[config.mk]
export PLATFORM = sky130hd
export DESIGN_NAME = scr1_pipe_mprf_wrsched
export DESIGN_NICKNAME = d
export VERILOG_FILES = /design/src/rtl/scr1_pipe_mprf_wrsched.sv
export SDC_FILE = /design/constraint.sdc
export NUM_CORES = 1
export LEC_CHECK = 0
export ABC_CLOCK_PERIOD_IN_PS = 7400
export CAP_MARGIN = 10
export CORE_ASPECT_RATIO = 1.75
export CORE_MARGIN = 2
export CORE_UTILIZATION = 50
export CTS_BUF_LIST = sky130_fd_sc_hd__clkbuf_8
export CTS_CLUSTER_DIAMETER = 40
export CTS_CLUSTER_SIZE = 20
export DETAILED_ROUTE_END_ITERATION = 6
export GPL_TIMING_DRIVEN = 0
export PLACE_DENSITY = 0.85
export SETUP_SLACK_MARGIN = 0.3
export SYNTH_ARGS = -nofsm -noshare
export SYNTH_HDL_FRONTEND = slang
export SYNTH_SLANG_ARGS = --single-unit
[constraint.sdc]
create_clock -name clk -period 7.4 [get_ports clk]
set_input_delay 1.48 -clock clk [delete_from_list [all_inputs] [get_ports clk]]
set_output_delay 1.48 -clock clk [all_outputs]
set_load 0.005 [all_outputs]
[src/rtl/scr1_pipe_mprf_wrsched.sv]
// MPRF write-port scheduler: round-robin arbitration between the ALU result
// path and the LSU load-return path, a registered write stage toward the MPRF,
// and a per-register busy scoreboard for outstanding loads.
module scr1_pipe_mprf_wrsched #(
  parameter int ADDR_WIDTH = 5,
  parameter int XLEN       = 32,
  parameter int MAX_OUTST  = 2
) (
  input  logic                  clk,
  input  logic                  rst,
  input  logic                  alu_wr_vld,
  output logic                  alu_wr_rdy,
  input  logic [ADDR_WIDTH-1:0] alu_wr_addr,
  input  logic [XLEN-1:0]       alu_wr_data,
  input  logic                  lsu_iss_vld,
  output logic                  lsu_iss_rdy,
  input  logic [ADDR_WIDTH-1:0] lsu_iss_addr,
  input  logic                  lsu_wr_vld,
  output logic                  lsu_wr_rdy,
  input  logic [ADDR_WIDTH-1:0] lsu_wr_addr,
  input  logic [XLEN-1:0]       lsu_wr_data,
  input  logic [ADDR_WIDTH-1:0] rs1_addr,
  input  logic [ADDR_WIDTH-1:0] rs2_addr,
  output logic                  rs1_hzd,
  output logic                  rs2_hzd,
  output logic [1:0]            lsu_outst_cnt,
  output logic                  mprf_w_req,
  output logic [ADDR_WIDTH-1:0] mprf_rd_addr,
  output logic [XLEN-1:0]       mprf_rd_data
);

  localparam int         NREGS     = 2 ** ADDR_WIDTH;
  localparam logic [1:0] OUTST_MAX = 2'(MAX_OUTST);

  typedef enum logic {
    RR_ALU = 1'b0,
    RR_LSU = 1'b1
  } rr_e;

  logic [NREGS-1:0]      busy;
  rr_e                   rr_ptr;
  logic [1:0]            outst;
  logic                  alu_elig;
  logic                  lsu_elig;
  logic                  alu_gnt;
  logic                  lsu_gnt;
  logic                  iss_acc;
  logic [ADDR_WIDTH-1:0] gnt_addr;
  logic [XLEN-1:0]       gnt_data;

  // Eligibility and round-robin grant; everything is held off during reset
  always_comb begin
    alu_elig = ~rst & alu_wr_vld & ~busy[alu_wr_addr];
    lsu_elig = ~rst & lsu_wr_vld;
    alu_gnt  = alu_elig & (~lsu_elig | (rr_ptr == RR_ALU));
    lsu_gnt  = lsu_elig & (~alu_elig | (rr_ptr == RR_LSU));
    gnt_addr = lsu_gnt ? lsu_wr_addr : alu_wr_addr;
    gnt_data = lsu_gnt ? lsu_wr_data : alu_wr_data;
  end

  assign alu_wr_rdy    = alu_gnt;
  assign lsu_wr_rdy    = lsu_gnt;
  assign lsu_iss_rdy   = ~rst & ~busy[lsu_iss_addr] & (outst < OUTST_MAX);
  assign iss_acc       = lsu_iss_vld & lsu_iss_rdy;
  assign lsu_outst_cnt = outst;

  // Source hazards: pending load, or a staged write not yet in the MPRF
  assign rs1_hzd = (rs1_addr != '0) &
                   (busy[rs1_addr] | (mprf_w_req & (mprf_rd_addr == rs1_addr)));
  assign rs2_hzd = (rs2_addr != '0) &
                   (busy[rs2_addr] | (mprf_w_req & (mprf_rd_addr == rs2_addr)));

  // Round-robin pointer flips only when both requesters were eligible
  always_ff @(posedge clk) begin
    if (rst) begin
      rr_ptr <= RR_ALU;
    end else if (alu_elig & lsu_elig) begin
      rr_ptr <= (rr_ptr == RR_ALU) ? RR_LSU : RR_ALU;
    end
  end

  // Registered write stage toward the MPRF; x0 writes are accepted but dropped
  always_ff @(posedge clk) begin
    if (rst) begin
      mprf_w_req   <= 1'b0;
      mprf_rd_addr <= '0;
      mprf_rd_data <= '0;
    end else begin
      mprf_w_req <= (alu_gnt | lsu_gnt) & (gnt_addr != '0);
      if (alu_gnt | lsu_gnt) begin
        mprf_rd_addr <= gnt_addr;
        mprf_rd_data <= gnt_data;
      end
    end
  end

  // Busy scoreboard: the set is written last so it wins over a same-address clear
  always_ff @(posedge clk) begin
    if (rst) begin
      busy <= '0;
    end else begin
      if (lsu_gnt) begin
        busy[lsu_wr_addr] <= 1'b0;
      end
      if (iss_acc && (lsu_iss_addr != '0)) begin
        busy[lsu_iss_addr] <= 1'b1;
      end
    end
  end

  // Outstanding-load counter, saturating at zero on an unexpected return
  always_ff @(posedge clk) begin
    if (rst) begin
      outst <= '0;
    end else begin
      case ({iss_acc, lsu_gnt})
        2'b10:   outst <= outst + 2'd1;
        2'b01:   if (outst != '0) outst <= outst - 2'd1;
        default: outst <= outst;
      endcase
    end
  end

  // Simulation-only guard against returns nobody is waiting for
  a_legal_return: assert property (@(posedge clk) disable iff (rst)
    lsu_gnt |-> ((outst != '0) && ((lsu_wr_addr == '0) || busy[lsu_wr_addr])));

endmodule

# Yosys cells after proc, flatten, opt, wreduce, memory -nomap -nowiden
# Index checks and enable logic that the tools add are counted.
[word_totals]
word_cells = 79
latch_bits = 0
register_bits = 73
mem_count = 0
mem_bits_rw = 0
in_bits = 94
romBits = 0
[classes]
eq_ne = 5
mux = 20
n_bitwise = 28
reduce_logical = 10
div = 0
addsub = 2
shifts = 0
magnitude_cmp = 8
multipliers = 0
[ops]
columns = ["op", "count"]
rows = [
  ["32-bit two-way mux", 4],
  ["32-bit AND", 1],
  ["32-bit NOT", 1],
  ["32-bit OR", 1],
  ["5-bit by 6-bit < comparator with 1-bit output, second input constant", 5],
  ["1-bit binary-select mux with 5-bit select", 4],
  ["5-bit nonzero test", 4],
  ["1-bit AND", 14],
  ["1-bit demux with 5-bit select", 2],
  ["5-bit equality test", 2],
  ["5-bit by 1-bit >= comparator with 1-bit output, second input constant", 2],
  ["1-bit two-way mux", 7],
  ["1-bit NOT", 6],
  ["5-bit two-way mux", 1],
  ["1-bit OR", 5],
  ["2-bit case mux with 2 select lines", 1],
  ["2-bit nonzero test", 2],
  ["1-bit logical AND", 3],
  ["2-bit by 1-bit adder with 2-bit output, second input constant", 1],
  ["2-bit by 1-bit equality test with 1-bit output, second input constant", 1],
  ["2-bit equality test, second input constant", 1],
  ["2-bit < comparator, second input constant", 1],
  ["2-bit two-way mux", 1],
  ["2-bit != test, second input constant", 1],
  ["2 further kinds", 2],
]

# Longest topological paths before layout
# Gate-level depths: netlist (run 1).
[depth]
ltp_word = 11
mapped_depth = 9
mapped_depth_nobuf = 7

# Worst setup path after synthesis (run 1)
# OpenSTA, ideal clock, no wires.
[synth_path]
path_kind = "input port to output port"
start = "in alu_wr_addr[1]"
end = "out alu_wr_rdy"
path_buffers = 3
stages = 7
slack_ns = 2.430
arrival_time_ns = 3.490
cell_sequence = "buf_2 > mux4_2 > mux4_2 > mux2i_4 > and3_1 > buf_2 > buf_2"
[synth_between]
elab_chain_cells = 5
[synth_lines]
columns = ["item", "line_no", "source"]
rows = [
  ["start: declaration", "13", "input logic [ADDR_WIDTH-1:0] alu_wr_addr,"],
  ["1-bit binary-select mux with 5-bit select", "53", "alu_elig = ~rst & alu_wr_vld & ~busy[alu_wr_addr];"],
  ["1-bit two-way mux (not written as such)", "53", ""],
  ["1-bit NOT", "53", ""],
  ["1-bit AND", "53", ""],
  ["1-bit AND", "55", "alu_gnt = alu_elig & (~lsu_elig | (rr_ptr == RR_ALU));"],
  ["end: declaration", "12", "output logic alu_wr_rdy,"],
]
# No other way between the ends. The select of a mux whose other input is x is not followed.

# Final worst setup path (run 1)
# Same ends and word-level chain as after synthesis.

==> reports/metrics.csv, run 1 <==
metric,value,unit
GP Congestion,0.9732,
CP arrival,4.35,ns
IO Pins,139,
cell accounting for the most synthesized area,dfxtp_1,
Crit Path Class,in -> out,
Syn. warnings,0,
Slew @ Worst Pin,0.8504,ns
n_diodes,0,
pwr dens,155.0,nW/um^2
Max-cap violations,0,
P_int,0.0006498,W
CTS sink cnt,73,
initial antenna violation count,0,
RSZ-0062 raised after global routing,false,
Final Routed Wirelength,15710,microns
cts bufs inserted,9,
WHS,0.4369,ns
Final ANT Viol Nets,0,
top post-synthesis cells by area,"dfxtp_1 (34%), mux4_2 (19%), nand2_1 (8.2%)",
die area,9510,sq um
"Min Clock Period, post-route",5.831,ns
clk slew on worst S/H paths,0.08,ns
critical path data required time,5.92,ns
CTS root buffer,clkbuf_8,
setup_tns,0,ns
skew final,0.009222,ns
NetSw,0.0002733,W
"Remaining Overflow, GRT",0,
"Avg Cell Area, Syn",9.177,sq um
DRC Markers,0,
sequential area share after synthesis,33.52,%
Tot GR Track Use,34.46,%
post-synthesis register bit count,73,
Post-CTS Setup Inserts,0,
CP Launch Type,input port,
CP max FO,10,
post-detail-place hpwl,11910,microns
DRT iter0 DRCs,574,
endpoint type of the worst setup path,output port,
TritonCTS clock tree,built,
H-tree level count,3,
headroom to the max-slew limit,42.96,%
Synth Instances,475,
largest net degree at the start of global routing,14,
"FFs w/ async S/R, synth",0,%
Post-Synth XOR/XNOR Area,2.210,%
Yosys top cell area share,33.52,%
largest family of logic cells by synthesized area,multiplexers,
Hold Path Class,reg -> reg,
Synth Flop Type,dfxtp_1,
area delta synth->final,36.65,%
Die W,74.58,microns
clock latency on the worst-skew pair,0.36,ns
library cells used by synthesis,47,
drt pass-1 iters,5,
Static Leak,2.237,nW
area fraction in compound gates after synthesis,18.74,%
nets,709,
max-slew violations,0,
Clock Path Buffers,2,
number of synthesized flops with an enable pin,0,
sequential share of power,47.1,%
first-pass GRT wire length,24690,microns
"commonest cells after routing, fill and taps aside","clkdlybuf4s50_1 (127), nand2_1 (95), dfxtp_1 (73), mux4_2 (36), clkbuf_1 (26)",
DR vias/cell,6.372,
clock share of power,29.9,%
final hold viol count,0,
share of layout cells above drive strength 1,11.29,%
Net Sw Frac,29.61,%
Syn Nets,569,
vias,4696,
Final Cycle Share,78.80,%
Setup Viol. Count Final,0,
vias in the first global route,4704,
VDD IR max,0.0001407,V
"most common cell after layout, fill and taps aside",clkdlybuf4s50_1,
Design Power,0.0009232,W
Combinational Power Share,23.0,%
Initial Util,50.94,%
Die Y,127.5,microns
Post-Synth Simple-Gate Area,19.35,%
wire per inst,21.32,microns
mux share of post-synthesis cell area,21.07,%
outcome,"complete, no violations",
Post-Synth Adder-Cell Area,0,%
Mapped Area,4359,sq um
IO buf count,127,
Core Area,8558,sq um
post-cts gate resize count,0,
post-cts hold buffer count,0,
max frequency,0.1715,GHz
row count,45,
[metal layers]
layer / share of wire (%) / vias to the layer above / global-route usage, % / wire length (microns)
li1: - / 2080 / - / -
met1: 32 / 2200 / 37.51 / 5080
met2: 51 / 332 / 57.83 / 8048
met3: 9.8 / 84 / 10.09 / 1545
met4: 6.6 / 0 / 19.64 / 1040
met5: 0 / - / 0 / 0
[final cells by class]
class / count / area [sq um]
inverter: 17 / 63.81
clock inverter: 7 / 46.29
clock buffer: 9 / 123.9
sequential: 73 / 1461
tap: 117 / 146.4
buffer: 38 / 158.9
fill: 697 / 2601
timing repair buffer: 129 / 1281
multi-input combinational: 347 / 2675
[metrics by stage]
stage / setup slack [ns] / util (%) / cells / area, sq um
finish: 1.569 / 69.61 / 737 / 5957
global route: 1.422 / 69.61 / 737 / 5957
CTS: 1.576 / 69.55 / 736 / 5952
detailed placement: 1.590 / 67.56 / 720 / 5782
global placement: 1.610 / 67.50 / 719 / 5777
floorplan: 2.430 / - / 475 / 4359
[state kept, by name, summed over array words and instances, names as in the netlist]
signal         flops
rr_ptr             1
lsu_outst_cnt      2
busy              32
mprf_rd_data      32
mprf_w_req         1
mprf_rd_addr       5
[kinds of logic after synthesis]
family,after synthesis
flops,73
compound gates,108
xor+xnor,11
buf+inv,55
simple gates,183
mux,45
[critical path: stages]
cell and delay, ns:
buf_2 0.29, mux4_2 0.60, mux4_2 0.52, mux2i_4 0.31, and3_1 0.21, buf_2 0.18, buf_2 0.23, clkdlybuf4s50_1 0.53
[power groups by stage]
stage,clock (W),combinational (W),sequential [W]
after floorplan,0,0.0000883,0.000439
after global placement,0,0.000205,0.000441
after detailed placement,0,0.000209,0.000443
after CTS,0.000279,0.000211,0.000433
after global routing,0.000298,0.000228,0.000437
final,0.000276,0.000212,0.000434
[cell usage after synthesis, drive strengths merged, types with 12 or more instances]
| library cell | instances |
|---|---|
| a22oi | 25 |
| buf | 12 |
| clkbuf | 26 |
| dfxtp | 73 |
| inv | 17 |
| mux4 | 36 |
| nand2 | 95 |
| nand3 | 13 |
| nor2 | 17 |
| nor2b | 13 |
[path summary, 6_finish.rpt]
path	startpoint	end	slack (ns)	cells past startpoint
worst max-delay path	alu_wr_addr[1]	alu_wr_rdy	1.57	8
worst min-delay path	mprf_rd_data[19]	mprf_rd_data[19]	0.44	2
worst max register to register	busy[0]	lsu_outst_cnt[0]	4.47	8
worst min register to register	mprf_rd_data[19]	mprf_rd_data[19]	0.44	2
(Power assumes the default switching activity.)
==> inputs of run 2 (changes only) <==
--- a/config.mk
+++ b/config.mk
@@ -5,17 +5,17 @@
 export SDC_FILE = /design/constraint.sdc
 export NUM_CORES = 1
 export LEC_CHECK = 0
-export ABC_CLOCK_PERIOD_IN_PS = 7400
+export ABC_CLOCK_PERIOD_IN_PS = 6050
 export CAP_MARGIN = 10
 export CORE_ASPECT_RATIO = 1.75
 export CORE_MARGIN = 2
-export CORE_UTILIZATION = 50
+export CORE_UTILIZATION = 48
 export CTS_BUF_LIST = sky130_fd_sc_hd__clkbuf_8
 export CTS_CLUSTER_DIAMETER = 40
 export CTS_CLUSTER_SIZE = 20
 export DETAILED_ROUTE_END_ITERATION = 6
 export GPL_TIMING_DRIVEN = 0
-export PLACE_DENSITY = 0.85
+export PLACE_DENSITY = 0.83
 export SETUP_SLACK_MARGIN = 0.3
 export SYNTH_ARGS = -nofsm -noshare
 export SYNTH_HDL_FRONTEND = slang
==> constraint.sdc (replaced) <==
create_clock -name clk -period 6.05 [get_ports clk]
set_input_delay 1.21 -clock clk [delete_from_list [all_inputs] [get_ports clk]]
set_output_delay 1.21 -clock clk [all_outputs]
set_load 0.005 [all_outputs]
==> run 2 against run 1 <==
  * Combinational power rose by 22%
  * Cell area rose by 0.88%
  * Sequential power rose by 22%
  * Flip-flop and latch count did not move
  * Non-clock buffer count fell by 1
  * Wire length fell by 2.6%
  * Register-to-register slack got worse by 1.3 ns
  * Count of clock-buffer cells in the layout did not move
==> reports/metrics.csv, run 2 (synthesis gave the netlist of run 1 again) <==
metric,value,unit,change
Hold Path Class,reg -> reg,,
Max-cap violations,0,,unchanged
CTS root buffer,clkbuf_8,,
Top Registers,"busy (32), mprf_rd_data (32), mprf_rd_addr (5)",,
Static Leak,2.259,nW,+0.98%
DRT iter0 DRCs,436,,-24%
critical path data required time,4.84,ns,-1.08 ns
Die W,76.04,microns,+2.0%
H-tree level count,3,,unchanged
Crit Path Class,in -> out,,
Clock Path Buffers,2,,unchanged
"commonest cells after routing, fill and taps aside","clkdlybuf4s50_1 (127), nand2_1 (95), dfxtp_1 (73), mux4_2 (36), clkbuf_1 (26)",,
wl on met1,4894,microns,-3.7%
row count,46,,+2.2%
Initial Util,48.86,%,-2.1 points
nets,708,,-0.14%
CP Launch Type,input port,,
IO Pins,139,,unchanged
clk slew on worst S/H paths,0.08,ns,about the same
TritonCTS clock tree,built,,
IO buf count,127,,unchanged
n_diodes,0,,unchanged
DP Cell Count,723,,+0.42%
met3 wire len,1229,microns,-20%
headroom to the max-slew limit,25.19,%,-18 points
clock latency on the worst-skew pair,0.35,ns,about the same
WHS Path Cells,2,,unchanged
share of layout cells above drive strength 1,11.31,%,+0.018 points
cts bufs inserted,9,,unchanged
largest net degree at the start of global routing,15,,+1
Setup Viol. Count Final,0,,unchanged
die area,9890,sq um,+4.0%
vias in the first global route,4618,,-1.8%
Tot GR Track Use,31.45,%,-3.0 points
Filler cells,735,,+5.5%
CP arrival,4.13,ns,-0.22 ns
DRC Markers,0,,unchanged
"most common cell after layout, fill and taps aside",clkdlybuf4s50_1,,
RSZ-0062 raised after global routing,false,,
Slew @ Worst Pin,1.115,ns,+0.2649 ns
"Remaining Overflow, GRT",0,,unchanged
skew final,0.01014,ns,+0.0009160 ns
final hold viol count,0,,unchanged
post-detail-place hpwl,12240,microns,+2.8%
WL met2,8255,microns,+2.6%
post-cts hold buffer count,0,,unchanged
area delta synth->final,37.86,%,
R2R depth,8,,unchanged
drt pass-1 iters,5,,unchanged
GP Congestion,1.031,,+5.9%
Final ANT Viol Nets,0,,unchanged
endpoint type of the worst setup path,output port,,
CTS sink cnt,73,,unchanged
max-slew violations,0,,unchanged
initial antenna violation count,0,,unchanged
post-cts gate resize count,0,,unchanged
"Min Clock Period, post-route",5.343,ns,
Final Cycle Share,88.31,%,
vias,4555,,-3.0%
first-pass GRT wire length,24190,microns,-2.0%
pwr dens,202.3,nW/um^2,+31%
CP max FO,10,,unchanged
Die Y,130.1,microns,+2.0%
wire per inst,20.71,microns,-2.9%
DR vias/cell,6.164,,-3.3%
Final Routed Wirelength,15300,microns,-2.6%
Highest Signal Layer,met4,,
Core Area,8921,sq um,+4.2%
VDD IR max,0.0001970,V,+40%
Post-CTS Setup Inserts,0,,unchanged
max frequency,0.1872,GHz,
Post-Route Utilization,67.36,%,-2.2 points
outcome,"complete, no violations",,
"non-filler cells, final",739,,+0.27%
setup_tns,0,ns,unchanged
## run 2: cell count changes in the layout (fill, tap and decap cells not counted), sizes merged
cell / previous run / this run
bufinv: 0 / 2
buf: 14 / 13
clkinvlp: 2 / 0
## run 2: path summary, 6_finish.rpt
path / startpoint / to / slack, ns
setup reg to reg: busy[14] / lsu_outst_cnt[0] / 3.16
hold / removal: mprf_rd_data[21] / mprf_rd_data[21] / 0.44
hold reg to reg: mprf_rd_data[21] / mprf_rd_data[21] / 0.44
setup / recovery: alu_wr_addr[2] / alu_wr_rdy / 0.71
## run 2: stage by stage
stage	power (W)	worst slack [ns]	hold WS, ns	cell area [sq um]
2_1_floorplan	0.0006448	1.620	0.4345	4359
3_3_place_gp	0.0007902	0.7823	0.4243	5781
3_5_place_dp	0.0007972	0.7411	0.4298	5786
4_1_cts	0.001222	0.7266	0.4415	6010
5_1_grt	0.001267	0.5950	0.4595	6010
6_report	0.001215	0.7072	0.4380	6010
## run 2: area by class of cell
class	count	area, sq um	share of cell area, %
multi-input cells	347	2675	44.51
flip-flops and latches	73	1461	24.32
repair buffers	128	1276	21.24
plain buffers	38	158.9	2.644
well taps	120	150.1	2.498
clock buffers	9	123.9	2.061
clock inverters	7	100.1	1.666
inverters	17	63.81	1.062
## run 2: worst max-delay path, stage by stage
cell and delay (ns):
buf_1 0.46, mux4_2 0.40, mux4_2 0.56, mux2i_4 0.32
and3_1 0.21, buf_2 0.19, buf_2 0.23, clkdlybuf4s50_1 0.55
## run 2: where the power goes
part / total (W) / switching, W / internal [W] / leakage (nW)
registers: 0.000529 / 0.0000226 / 0.000507 / 0.598
logic: 0.000259 / 0.000119 / 0.000140 / 1.55
clock network: 0.000427 / 0.000191 / 0.000236 / 0.114
total: 0.00122 / 0.000333 / 0.000883 / 2.26
## run 2: metal layers
| layer | global-route usage, % | vias to the layer above |
|---|---|---|
| met5 | 0 | - |
| met4 | 19.68 | 0 |
| met3 | 7.607 | 69 |
| met2 | 59.98 | 287 |
| met1 | 30.33 | 2116 |
| li1 | - | 2083 |
